### src/rtl/branch_sequencer.sv
// branch_sequencer: multicycle control for beq/bne/bgt/ble through the shared ALU and branch-resolve unit.
module branch_sequencer #(
  parameter logic [5:0] OP_BEQ = 6'h04,
  parameter logic [5:0] OP_BNE = 6'h05,
  parameter logic [5:0] OP_BLE = 6'h06,
  parameter logic [5:0] OP_BGT = 6'h07
) (
  input  logic       clk,
  input  logic       reset,
  input  logic       start,
  input  logic [5:0] opcode,
  input  logic       gt,
  input  logic       lt,
  input  logic       et,
  output logic       busy,
  output logic       done,
  output logic       illegal,
  output logic       alu_src_a,
  output logic [1:0] alu_src_b,
  output logic [2:0] alu_ctrl,
  output logic       alu_out_write,
  output logic [1:0] branch_op,
  output logic       pc_write,
  output logic       taken
);
  typedef enum logic [1:0] {IDLE, TARGET, COMPARE, DONE} state_e;
  state_e     state_q, state_d;
  logic [1:0] op_q, op_d, op_map;
  logic       taken_q, taken_d, legal, cond;
  logic       in_i, in_t, in_c, in_d;
  always_ff @(posedge clk) begin
    if (reset) begin
      state_q <= IDLE;
      op_q    <= 2'b00;
      taken_q <= 1'b0;
    end else begin
      state_q <= state_d;
      op_q    <= op_d;
      taken_q <= taken_d;
    end
  end
  always_comb begin
    legal   = opcode == OP_BEQ || opcode == OP_BNE || opcode == OP_BLE || opcode == OP_BGT;
    op_map  = opcode == OP_BNE ? 2'b01 : opcode == OP_BGT ? 2'b10 : opcode == OP_BLE ? 2'b11 : 2'b00;
    cond    = op_q == 2'b00 ? et : op_q == 2'b01 ? ~et : op_q == 2'b10 ? gt : (lt | et);
    state_d = state_q == IDLE    ? ((start && legal) ? TARGET : IDLE) :
              state_q == TARGET  ? COMPARE :
              state_q == COMPARE ? DONE : IDLE;
    op_d    = (state_q == IDLE && start && legal) ? op_map : op_q;
    taken_d = state_q == COMPARE ? cond : taken_q;
  end
  // Reset masks every output so nothing (notably pc_write) escapes on the reset cycle.
  always_comb begin
    in_i          = ~reset && state_q == IDLE;
    in_t          = ~reset && state_q == TARGET;
    in_c          = ~reset && state_q == COMPARE;
    in_d          = ~reset && state_q == DONE;
    busy          = in_t | in_c | in_d;
    done          = in_d;
    illegal       = in_i & start & ~legal;
    alu_src_a     = in_c;
    alu_src_b     = in_t ? 2'b10 : 2'b00;
    alu_ctrl      = in_t ? 3'b001 : in_c ? 3'b010 : 3'b000;
    alu_out_write = in_t;
    branch_op     = in_c ? op_q : 2'b00;
    pc_write      = in_c & cond;
    taken         = in_c ? cond : in_d & taken_q;
  end
endmodule

### config.mk
export PLATFORM = sky130hd
export DESIGN_NAME = branch_sequencer
export DESIGN_NICKNAME = d
export VERILOG_FILES = /design/src/rtl/branch_sequencer.sv
export SDC_FILE = /design/constraint.sdc
export NUM_CORES = 1
export LEC_CHECK = 0
export ABC_CLOCK_PERIOD_IN_PS = 1300
export CORE_UTILIZATION = 25
export DETAILED_ROUTE_END_ITERATION = 7
export GPL_TIMING_DRIVEN = 1
export PLACE_DENSITY = 0.62
export REMOVE_ABC_BUFFERS = 1
export SYNTH_ARGS = -nofsm -noshare
export SYNTH_HDL_FRONTEND = slang
export SYNTH_SLANG_ARGS = --single-unit
### constraint.sdc
create_clock -name clk -period 1.3 [get_ports clk]
set_clock_uncertainty 0.15 [all_clocks]
set_input_delay 0.195 -clock clk [delete_from_list [all_inputs] [get_ports clk]]
set_output_delay 0.195 -clock clk [all_outputs]
set_load 0.01 [all_outputs]
After elaboration in Yosys (flattened, before gate mapping)
Cells that the tools add are included.
{ "classes": {"n_eq_ne": 9, "n_mux": 15, "n_bitwise": 10, "reduce_logical": 12} }
{ "op_table": {"columns": ["operator", "count"], "rows": [
  ["$eq 6x3->1 const B", 4],
  ["$mux 2", 10],
  ["$logic_and 1x1->1", 7],
  ["$eq 2x2->1 const B", 3],
  ["$mux 1", 5],
  ["$and 1x1->1", 4],
  ["$eq 2x1->1 const B", 2],
  ["$logic_not 2->1", 2],
  ["$logic_or 1x1->1", 3],
  ["$not 1->1", 3],
  ["$or 1x1->1", 3]
]} }
{ "totals": {"ff_bits": 5, "input_bits": 12, "word_cells": 49} }

Longest topological paths before layout
{ "depth": {"ltp_word": 7, "ltp_mapped": 5, "ltp_nobuf": 5} }

Worst setup path after synthesis
OpenSTA, ideal clock, no wires.
{ "synth_path": {"kind": "register -> output", "from": "reg state_q[0]", "to": "out busy", "t_arrival_ns": 1.205, "required_ns": 0.955, "path_slack_ns": -0.250, "stages_incl_launch_ff": 6, "cell_sequence": "dfxtp_1 > inv_1 > ha_1 > nand2_1 > inv_2 > or3_1"} }
{ "synth_via": {"elab_chain_len": 4} }
{ "synth_rtl": {"columns": ["item", "line_no", "source"], "rows": [
  ["start, declared", "27", "state_e state_q, state_d;"],
  ["start signal, assigned", "37", "state_q <= state_d;"],
  ["$eq 2x2->1", "56", "in_c = ~reset && state_q == COMPARE;"],
  ["$logic_and 1x1->1", "56", null],
  ["net alu_src_a", "18", "output logic alu_src_a,"],
  ["$or 1x1->1 (2 in series)", "58", "busy = in_t | in_c | in_d;"],
  ["end, declared", "15", "output logic busy,"]
]} }
The timed path passes the listed nets, and every way through them passes these cells.

Worst setup path after layout
{ "layout_path": {"from": "reg state_q[0]", "to": "out busy"} }
{ "layout_via": {"elab_chain_len": 4} }
{ "layout_rtl": {"columns": ["item", "line_no"], "rows": [
  ["$eq 2x1->1 or $eq 2x2->1 (tied branches)", "55, 56"],
  ["$logic_and 1x1->1, on equally long branches", "55, 56"],
  ["$or 1x1->1", "58"],
  ["$or 1x1->1 *", "58"]
]} }
Every way passes the cells marked *; elsewhere a longest branch is shown, timed or not.

==> results.cfg <==
[run_status]
outcome = finished, violations left
failed_checks = design-rule violations, negative setup slack

[routing]
drt_drc_violations_left = 3
vias_per_cell = 4.74
wl_met2_um = 723
wl_per_cell_um = 11.3
vias = 531
wirelength_um = 1270
dr.pass1.iters = 7
drt_iter0_drc = 8
top_layer = met3
drt-met1-wl_um = 439
drtAntennaViolNets = 0
wl_met3_um = 104

[critical_path]
critPathCaptureType = output port
worst-endpoint-required_ns = 0.95
slowest_delay_ns = 0.32
cp_num_cells = 5
cpMaxStageDelayCell = dfxtp_2
worstReg2RegStart = state_q[1]
cp_cell_sequence = buf_6 -> ha_4 -> nor2b_4 -> or3_1 -> buf_2
r2r_setup_slack_ns = -0.05
path_buf_inv = 2
critPathTopFamily = simple AND/OR/NAND/NOR gates
crit_type = reg -> out
worstPathMaxFanout = 2
worstPathArrival_ns = 1.41
start_kind = flop
reg2reg_depth = 7
r2r_end = state_q[0]

[placed_design]
dp_worst_setup_slack_ns = -0.897
place_area_um2 = 800
hpwl_um = 933
gp_congestion = 0.735
port_buffers = 23

[pwr]
powerDensity_nw_per_um2 = 424
max-vdd-ir-drop_mv = 0.294
power_leakage_nw = 0.454

[sta]
setup_viol = 15
setup_tns_ns = -3.80
period_share = 1.35
finalWorstPathRequiredPeriod_ns = 1.76
setup_ws_ns = -0.459
fmax_ghz = 0.569
slew_violations = 0
grt_setup_unrepaired = yes
hold_viol = 0

[die]
num_rows = 14
core-area_um2 = 1580
start_util = 0.283
die_y_um = 44.2
die-area_um2 = 1950
die_width_um = 44.2
ios = 26

[logic_synthesis]
synthCells = 54
synth-seq-area-share = 0.225
synth_area_um2 = 445
yosys_warnings = 0
ys_types = 29
avgSynthCellArea_um2 = 8.25
ys_ff_latch = 5

[worst_hold_path]
min_from = reset
worstHoldEndpoint = op_q[1]
whs_path_depth = 3
hold_class = in -> reg

[cts]
root_buffer = clkbuf_4
cts_tree = yes
cts_max_level = 1
cts_buffers = 3
clock_latency_ns = 0.24
postCtsHoldBufs = 0
clock-sinks = 5
clkSlewWorstSetupHoldPaths_ns = 0.04
cts_buffer_depth = 2

[global_route]
globalRoute.totalOverflow = 0
grt_pass1_wl_um = 2190
grt_start_max_net_pins = 7
grt_use_total = 0.157
grt_pass1_vias = 525
antenna_found_initial = 0

[final_layout]
antennaDiodeCount = 0
syn_to_final_growth_pct = 131
layout.nets = 114
drive_gt1_frac = 0.688
final_util = 0.652
final_cell_area_um2 = 1030

[job]
maxCapViolations = 0
==> worst max-delay path by stage <==
stage,start,endpoint,slack (ns)
3_3_place_gp,et,taken,-0.88
4_1_cts,state_q[0],busy,-0.49
2_1_floorplan,state_q[1],busy,-0.30
5_1_grt,op_q[1],taken,-0.54
3_5_place_dp,et,taken,-0.90
6_report,state_q[0],busy,-0.46
==> worst min-delay path: cells and delay by family <==
| kind | cells | cell delay [ns] |
|---|---|---|
| buf+inv | 2 | 0.33 |
| compound gates | 1 | 0.04 |
==> metrics by stage <==
step | total power [mW] | hold WS, ns | instances
after floorplan | 0.182 | 0.114 | 50
after global placement | 0.248 | 0.323 | 107
after detailed placement | 0.249 | 0.317 | 107
after CTS | 0.441 | 0.320 | 112
after global routing | 0.469 | 0.231 | 112
final | 0.436 | 0.216 | 112
==> placed cells by master, fill, tap and decap left out, types with 3 or more instances in the layout <==
| master | netlist | final |
|---|---|---|
| clkdlybuf4s50_1 | 0 | 4 |
| dlygate4sd2_1 | 0 | 6 |
| clkbuf_4 | 0 | 3 |
| buf_6 | 0 | 17 |
| ha_4 | 0 | 4 |
| and2_4 | 0 | 3 |
| buf_2 | 1 | 4 |
| inv_2 | 2 | 3 |
| buf_4 | 4 | 10 |
==> cell families (layout without fill, tap and decap cells) <==
group,count (synthesis),after routing,share of synthesized area
muxes,1,1,0.0253
AOI/OAI and AO/OA,9,9,0.129
and+or+nand+nor,23,23,0.340
DFF,5,5,0.225
adders and majority gates,5,5,0.140
other,1,2,0.00842
buffers and inverters,9,50,0.112
xor gates and xnor gates,1,1,0.0197
==> layer usage <==
layer / track usage / up-vias
li1: - / 262
met1: 0.158 / 242
met2: 0.271 / 27
met3: 0.0776 / 0
met4: 0.0727 / 0
met5: 0 / -
==> repair_timing <==
item,in CTS,in global routing
setup buffers,6,2
pin swaps,15,9
resized for setup,96,19
cloned,0,0
endpoints found under the setup margin,17,16
==> cells in the mapped netlist <==
cell | count | share of area
and2_1 | 3 | 0.042
inv_1 | 2 | 0.017
or4b_4 | 1 | 0.031
inv_2 | 2 | 0.017
o21a_1 | 1 | 0.017
nor3_1 | 1 | 0.011
dfxtp_1 | 5 | 0.22
nor3b_1 | 1 | 0.017
nor4b_2 | 1 | 0.034
nor2_2 | 1 | 0.014
a21oi_1 | 3 | 0.034
mux2_2 | 1 | 0.025
conb_1 | 1 | 0.0084
ha_1 | 5 | 0.14
or3b_1 | 1 | 0.020
nor2b_1 | 4 | 0.056
nor2_1 | 2 | 0.017
nand2b_1 | 2 | 0.028
or3_1 | 1 | 0.014
a211oi_1 | 2 | 0.034
buf_2 | 1 | 0.011
nand2_1 | 3 | 0.025
xnor2_1 | 1 | 0.020
nand4_1 | 1 | 0.014
a32oi_1 | 1 | 0.020
a31oi_1 | 1 | 0.014
nand3b_1 | 1 | 0.017
o21ai_1 | 1 | 0.011
buf_4 | 4 | 0.067
==> area by class of cell <==
class                           instances  area [um2]
Clock buffer                            4        26.3
Fill cell                             128         549
Inverter                                4        17.5
Multi-Input combinational cell         41         465
Sequential cell                         5         106
Tap cell                               16        20.0
Timing Repair Buffer                   42         392
==> report_power, final <==
| group | switching, mW | internal [mW] | total (mW) |
|---|---|---|---|
| clock | 0.0589 | 0.116 | 0.175 |
| combinational | 0.0470 | 0.0589 | 0.106 |
| sequential | 0.00178 | 0.153 | 0.155 |
==> registers in the layout (all words and copies together) (netlist names) <==
| signal | count |
|---|---|
| state_q | 2 |
| taken_q | 1 |
| op_q | 2 |
Power figures use the tool's default switching activity.
